<file path="config.mk">
export PLATFORM = sky130hd
export DESIGN_NAME = rr_mux4_arbiter
export DESIGN_NICKNAME = d
export VERILOG_FILES = /design/src/rtl/rr_mux4_pkg.sv /design/src/rtl/rr_pick4.sv /design/src/rtl/rr_mux4_arbiter.sv
export SDC_FILE = /design/constraint.sdc
export NUM_CORES = 1
export LEC_CHECK = 0
export CAP_MARGIN = 20
export CELL_PAD_IN_SITES_DETAIL_PLACEMENT = 2
export CELL_PAD_IN_SITES_GLOBAL_PLACEMENT = 2
export CORE_MARGIN = 10
export CORE_UTILIZATION = 30
export DETAILED_ROUTE_END_ITERATION = 16
export DONT_BUFFER_PORTS = 1
export GPL_TIMING_DRIVEN = 0
export HOLD_SLACK_MARGIN = 0.1
export PLACE_DENSITY = 0.78
export SYNTH_ARGS = -nofsm -noshare
export SYNTH_HDL_FRONTEND = slang
export SYNTH_SLANG_ARGS = --single-unit
</file>
<file path="constraint.sdc">
create_clock -name clk -period 2.7 [get_ports clk]
set_clock_uncertainty 0.1 [all_clocks]
set_input_delay 0.27 -clock clk [delete_from_list [all_inputs] [get_ports clk]]
set_output_delay 0.27 -clock clk [all_outputs]
set_load 0.05 [all_outputs]
</file>
<file path="src/rtl/rr_mux4_pkg.sv">
// Shared types and helpers for the four-source round-robin mux arbiter.
package rr_mux4_pkg;

    localparam int N_REQ = 4;
    localparam int SEL_W = 2;

    typedef enum logic {
        EMPTY = 1'b0,
        FULL  = 1'b1
    } state_e;

    // Search starts just past the most recent winner; 3 wraps to 0.
    function automatic logic [SEL_W-1:0] next_ptr(input logic [SEL_W-1:0] idx);
        return idx + 2'd1;
    endfunction

endpackage

</file>
<file path="src/rtl/rr_pick4.sv">
// Combinational round-robin pick: first set request at or after ptr, modulo 4.
module rr_pick4
    import rr_mux4_pkg::*;
(
    input  logic [N_REQ-1:0] req,
    input  logic [SEL_W-1:0] ptr,
    output logic             found,
    output logic [SEL_W-1:0] idx,
    output logic [N_REQ-1:0] onehot
);

    logic [SEL_W-1:0] p1_s;
    logic [SEL_W-1:0] p2_s;
    logic [SEL_W-1:0] p3_s;
    logic [N_REQ-1:0] rot_s;
    logic [SEL_W-1:0] off_s;

    assign p1_s = ptr + 2'd1;
    assign p2_s = ptr + 2'd2;
    assign p3_s = ptr + 2'd3;

    // Rotate requests so bit 0 is the highest-priority source.
    assign rot_s = {req[p3_s], req[p2_s], req[p1_s], req[ptr]};

    // Priority encode the rotated vector, then map the offset back to a source index.
    always_comb begin
        found = 1'b1;
        off_s = 2'd0;
        casez (rot_s)
            4'b???1: off_s = 2'd0;
            4'b??10: off_s = 2'd1;
            4'b?100: off_s = 2'd2;
            4'b1000: off_s = 2'd3;
            default: begin
                found = 1'b0;
                off_s = 2'd0;
            end
        endcase
        idx = ptr + off_s;
        if (found) begin
            onehot = 4'b0001 << idx;
        end else begin
            onehot = 4'b0000;
        end
    end

endmodule

</file>
<file path="src/rtl/rr_mux4_arbiter.sv">
// Round-robin arbiter feeding a 4:1 mux into a one-entry valid/ready output register.
module rr_mux4_arbiter
    import rr_mux4_pkg::*;
#(
    parameter int WIDTH = 8
) (
    input  logic             clk,
    input  logic             rst_n,
    input  logic [N_REQ-1:0] req,
    input  logic [WIDTH-1:0] a,
    input  logic [WIDTH-1:0] b,
    input  logic [WIDTH-1:0] c,
    input  logic [WIDTH-1:0] d,
    output logic [N_REQ-1:0] gnt,
    output logic [WIDTH-1:0] y,
    output logic             y_valid,
    input  logic             y_ready,
    output logic             s1,
    output logic             s0
);

    state_e           state_q;
    logic [SEL_W-1:0] ptr_q;
    logic [SEL_W-1:0] ptr_d;
    logic [SEL_W-1:0] sel_q;
    logic [WIDTH-1:0] y_q;
    logic [WIDTH-1:0] data_d;
    logic             found_s;
    logic [SEL_W-1:0] idx_s;
    logic [N_REQ-1:0] onehot_s;
    logic             load_s;

    rr_pick4 u_pick (
        .req    (req),
        .ptr    (ptr_q),
        .found  (found_s),
        .idx    (idx_s),
        .onehot (onehot_s)
    );

    // A slot is free when empty or when the held word leaves this cycle.
    assign load_s = ((state_q == EMPTY) || y_ready) && found_s;
    assign ptr_d  = next_ptr(idx_s);

    // rst_n gates the pulse so nothing is accepted while reset is held.
    assign gnt = (rst_n && load_s) ? onehot_s : 4'b0000;

    // 4:1 datapath mux steered by the winning index.
    always_comb begin
        case (idx_s)
            2'd0:    data_d = a;
            2'd1:    data_d = b;
            2'd2:    data_d = c;
            2'd3:    data_d = d;
            default: data_d = a;
        endcase
    end

    // Output-stage FSM: refill on load, drain on accept, otherwise hold.
    always_ff @(posedge clk or negedge rst_n) begin
        if (!rst_n) begin
            state_q <= EMPTY;
            ptr_q   <= 2'd0;
            sel_q   <= 2'd0;
            y_q     <= '0;
        end else if (load_s) begin
            state_q <= FULL;
            ptr_q   <= ptr_d;
            sel_q   <= idx_s;
            y_q     <= data_d;
        end else if ((state_q == FULL) && y_ready) begin
            state_q <= EMPTY;
        end else begin
            state_q <= state_q;
        end
    end

    assign y       = y_q;
    assign y_valid = (state_q == FULL);
    assign s1      = sel_q[1];
    assign s0      = sel_q[0];

endmodule
</file>
* Word level (Yosys, flattened, before mapping)
Cells that the tools add are included.
** Operators by class
- Add/subtract/negate cells :: 5
- $lt $le $gt $ge :: 4
- Equal/unequal tests :: 6
- Shifts and indexed selects :: 1
- Multiplexer cells :: 15
- Bitwise gates (word level) :: 1
- Reductions and logical operators :: 7
** Operator list (count)
- $pmux W8 S4 :: 1
- $lt A2 B3 Y1 const B :: 4
- $bmux W1 S2 :: 4
- $mux W4 :: 2
- $mux W1 :: 7
- $eq A2 B2 Y1 const B :: 3
- $pmux W2 S3 :: 1
- $add A2 B1 Y2 const B :: 2
- $add A2 B2 Y2 const B :: 2
- $eq A4 B4 Y1 const B :: 1
- $reduce_or A4 Y1 :: 1
- $shl A1 B2 Y4 const A :: 1
- $eq A3 B3 Y1 const B :: 1
- $logic_and A1 B1 Y1 :: 3
- $add A2 B2 Y2 :: 1
- $eq A2 B1 Y1 const B :: 1
- $logic_not A2 Y1 :: 1
- $reduce_bool A2 Y1 :: 1
- $logic_or A1 B1 Y1 :: 1
- $not A1 Y1 :: 1
** Word-level totals
- Register bits after elaboration :: 13
- Input port bits :: 39
- Output and inout bits :: 15
- Word-level logic and storage cells :: 43

* Logic depth before layout (Yosys ltp)
- Depth after elaboration :: 9
- Depth in mapped cells :: 17
- Depth with buffers taken out :: 14

* Cells and area by module
Synthesis repeated with hierarchy kept, for this count alone.
** Second synthesis, totals
- Cell total of the unflattened synthesis :: 108
- Area total of the unflattened synthesis :: 1143.6 um2
** By module, submodules not included
- rr_mux4_arbiter :: times used 1, cells each 68, area an instance 842.1 um2, sequential area each 325.3 um2
- rr_pick4 :: times used 1, cells each 40, area an instance 301.5 um2, sequential area each 0.0 um2

* Worst setup path after synthesis
No wires, ideal clock.
- Path type :: flip-flop to flip-flop
- Start point :: reg ptr_q[1]
- End point :: reg y_q[5] (netlist: y[5])
- Library setup time :: 0.129 ns
- Arrival time :: 2.714 ns
- Required time :: 2.471 ns
- Setup slack :: -0.244 ns
- Stages on the path, launching flop included :: 16
- Buffers on the path :: 3
- Period minus slack after synthesis :: 2.944 ns
- Cells stage by stage :: dfrtp_1 -> buf_6 -> nand2_1 -> a21oi_1 -> nor2_1 -> a211oi_1 -> a21oi_1 -> ha_1 -> xor2_1 -> xnor2_1 -> buf_6 -> ha_1 -> clkbuf_1 -> or2b_2 -> a22oi_1 -> o31ai_1
** On the way
- Word-level cells in the longest chain between the ends :: 8
- Elaborated cells between the ends (all ways) :: 24
- Classes of those cells :: 4 x add/sub; 6 x eq/ne; 11 x mux; 3 x reduce/logical
** RTL lines
- start: declaration :: line rr_mux4_arbiter.sv:23 : logic [SEL_W-1:0] ptr_q;
- start signal: assignment :: line rr_mux4_arbiter.sv:68 : ptr_q <= ptr_d;
- $add A2 B1 Y2, or another cell as far along :: line rr_pick4.sv:18 : assign p1_s = ptr + 2'd1;
- $bmux W1 S2 :: line rr_pick4.sv:23 : assign rot_s = {req[p3_s], req[p2_s], req[p1_s], req[ptr]};
- $mux W1 (implied by the code) :: line rr_pick4.sv:23
- $eq A4 B4 Y1, or another cell as far along :: line rr_pick4.sv:29 : casez (rot_s)
- $pmux W2 S3 :: line rr_pick4.sv:29
- $add A2 B2 Y2 :: line rr_pick4.sv:39 : idx = ptr + off_s;
- $eq A2 B2 Y1, or another cell as far along :: line rr_mux4_arbiter.sv:50 : case (idx_s)
- $pmux W8 S4 :: line rr_mux4_arbiter.sv:50
- end signal: assignment :: line rr_mux4_arbiter.sv:70 : y_q <= data_d;
- end: declaration :: line rr_mux4_arbiter.sv:26 : logic [WIDTH-1:0] y_q;
Several ways; a longest one is shown, not always the timed one. The select of a mux whose other input is x is not followed.
A chain may end at the register's enable or synchronous reset.

* Worst setup path in the final report
- Start point :: reg ptr_q[1]
- End point :: reg y_q[7] (netlist: y[7])
The elaborated chain is that of the path after synthesis.

==> flow_summary.ini <==
[status]
status = finished, violations left
violations = negative setup slack

[logic_synthesis]
syn_area_per_cell_um2 = 8.61
ys_types = 33
synth-seq-area-share_pct = 32.3
netlist_area_um2 = 1010
syn-num-nets = 160
synthTopCellsByArea = dfrtp_1 32%, a221oi_1 7.0%, a22oi_1 6.0%, nand2_1 6.0%, o31ai_1 6.0%
yosysWarnings = 0
synth_top_area_share_pct = 32.3
ys_seq_elements = 13
synth.largest_area_cell = dfrtp_1
syn_inst = 117

[worst_setup_path]
r2r-start = ptr_q[1]$_DFFE_PN0P_
crit_path_end_kind = flop
rr_endpoint = y[7]$_DFFE_PN0P_
critPathKind = reg2reg
reg2reg_depth = 12
start_kind = flop
r2r_setup_slack_ns = -0.48
crit_arrival_ns = 3.24
cp.required_ns = 2.76
path_max_fanout = 10

[route]
vias = 1098
dr.pass1.iters = 4
vias_per_cell = 5.75
wl_per_cell_um = 27.1
dr.first_iter.drc_count = 52
ant_nets = 0
wl_mm = 5.17
drc = 0

[floorplan]
core_area_um2 = 3130
start_util_pct = 32.2
num_rows = 20
die_w_um = 77.9
die_h_um = 77.9
die_area_um2 = 6070
ioPinCount = 54

[cells_and_area]
diodes = 0
nNetsFinal = 191
syn_to_final_growth_pct = 50.2
final_core_util_pct = 48.4
drive_gt1_share_pct = 40.1
fin_area_um2 = 1510

[sta]
rsz0062_at_grt = true
hold_viol = 0
slew_headroom_pct = 55.5
max_freq_ghz = 0.314
post-route-min-period_ns = 3.18
tightest_slew_ns = 0.666
slew_viol_final = 0
setup_tns_ns = -3.85
period_share_pct = 118
setup_violations = 12
fin_ws_ns = -0.481

[grt]
antenna_found_initial = 0
grt_pass1_wl_mm = 7.10
track_usage_pct = 15.0
grt_pass1_vias = 1192
grt_max_degree = 14
grt-ovfl-total = 0

[clocking]
cts_buffers = 3
clk_latency_ns = 0.30
cts.sinks = 13
clockRootBuffer = clkbuf_4
htreeDepth = 1
clk_pin_slew_ns = 0.09
cts_tree = done
clockBufferDepth = 2

[placement]
dpl_cell_area_um2 = 1110
portBuffers = 0
gp_congestion = 0.685
dpl.hpwl_mm = 2.93
dpl_worst_slack_ns = -0.452

[worst_hold_path]
worstHoldPathType = in2reg
whs_path_depth = 3
min_to = y[3]$_DFFE_PN0P_
hold_start = a[3]

[flow_run]
maxCapViolCount = 0
==> area by class of cell <==
| type | count | area (um2) |
|---|---|---|
| timing repair buffer | 27 | 236 |
| clock buffer | 4 | 26.3 |
| fill | 329 | 1620 |
| inverter | 5 | 21.3 |
| buffer | 6 | 83.8 |
| tap | 44 | 55.1 |
| sequential | 13 | 325 |
| multi-input combinational | 92 | 764 |
==> worst max-delay path by stage <==
stage | from | to
6_report | ptr_q[1]$_DFFE_PN0P_ | y[7]$_DFFE_PN0P_
5_1_grt | ptr_q[1]$_DFFE_PN0P_ | y[5]$_DFFE_PN0P_
4_1_cts | ptr_q[1]$_DFFE_PN0P_ | gnt[2]
3_5_place_dp | ptr_q[1]$_DFFE_PN0P_ | y[6]$_DFFE_PN0P_
3_3_place_gp | ptr_q[1]$_DFFE_PN0P_ | gnt[1]
2_1_floorplan | ptr_q[1]$_DFFE_PN0P_ | gnt[1]
==> cell families (layout without fill, tap and decap cells) <==
group,after synthesis,after routing,share of synthesized area [%]
DFF,13,13,32.3
xor gates and xnor gates,2,2,1.74
AOI/OAI and AO/OA,38,38,27.8
adders and majority gates,4,4,4.97
and+or+nand+nor,48,48,25.5
buffers and inverters,12,42,7.70
==> placed cells by master (no fill, tap or decap), drive strengths merged <==
cell type and count:
a221oi 8, a21oi 5, nor3 2, nor2b 1
xnor2 1, nor4 1, buf 19, ha 4
o21a 1, or2b 6, and4 1, nand2 17
dlygate4sd3 12, o21ai 3, nand2b 2, nor3b 2
o211ai 1, and3b 2, clkbuf 6, inv 5
a21o 1, a22oi 8, nor2 11, a211oi 2
and3 2, dfrtp 13, nand3 1, o31ai 9
xor2 1
==> what timing repair did <==
item / CTS / global route
hold buffers: 12 / 0
buffers inserted: 5 / 10
pin swaps: 9 / 10
gates resized for setup: 21 / 11
gates cloned: 1 / 0
hold endpoints to repair: 22 / 0
endpoints found under the setup margin: 12 / 12
==> cell usage after synthesis <==
| cell type | count |
|---|---|
| nor2_1 | 11 |
| a221oi_1 | 8 |
| o21ai_0 | 3 |
| o21a_1 | 1 |
| or2b_2 | 5 |
| and4_2 | 1 |
| clkbuf_1 | 1 |
| nor2b_1 | 1 |
| o31ai_2 | 1 |
| a21o_1 | 1 |
| nand2_2 | 1 |
| a211oi_1 | 2 |
| buf_1 | 2 |
| nor4_1 | 1 |
| buf_6 | 3 |
| clkbuf_8 | 1 |
| inv_1 | 5 |
| and3_1 | 2 |
| dfrtp_1 | 13 |
| or2b_1 | 1 |
| a21oi_1 | 5 |
| o211ai_1 | 1 |
| xnor2_1 | 1 |
| o31ai_1 | 8 |
| a22oi_1 | 8 |
| ha_1 | 4 |
| nand2_1 | 16 |
| nor3_1 | 2 |
| and3b_2 | 2 |
| nor3b_1 | 2 |
| xor2_1 | 1 |
| nand3_1 | 1 |
| nand2b_1 | 2 |
==> registers in the layout, indices dropped and copies added, names as in the netlist <==
signal / flops
y_valid: 1
ptr_q: 2
sel_q: 2
y: 8
==> per-layer routing <==
layer,vias up,global-route usage (%),part of all wire (%)
li1,492,-,-
met1,542,15.6,37
met2,51,27.5,51
met3,13,6.45,8.4
met4,0,3.05,3.8
met5,-,0,0
==> critical path, cell delays in order (launching register included) <==
cell,delay [ns]
dfrtp_1,0.41
buf_6,0.14
buf_4,0.16
nor3b_1,0.35
nor3_1,0.15
o31ai_2,0.28
xnor2_2,0.18
buf_6,0.18
ha_4,0.16
clkbuf_16,0.17
or2b_2,0.35
a22oi_2,0.23
o31ai_1,0.17
==> through the flow <==
step	hold slack (ns)	instances
floorplan	-0.126	117
global placement	-0.125	161
detailed placement	-0.125	161
CTS	0.120	182
global route	0.136	191
finish	0.120	191
Power is not shown: default switching activity piles up to over one toggle a cycle in this logic, so the estimate is an artifact.
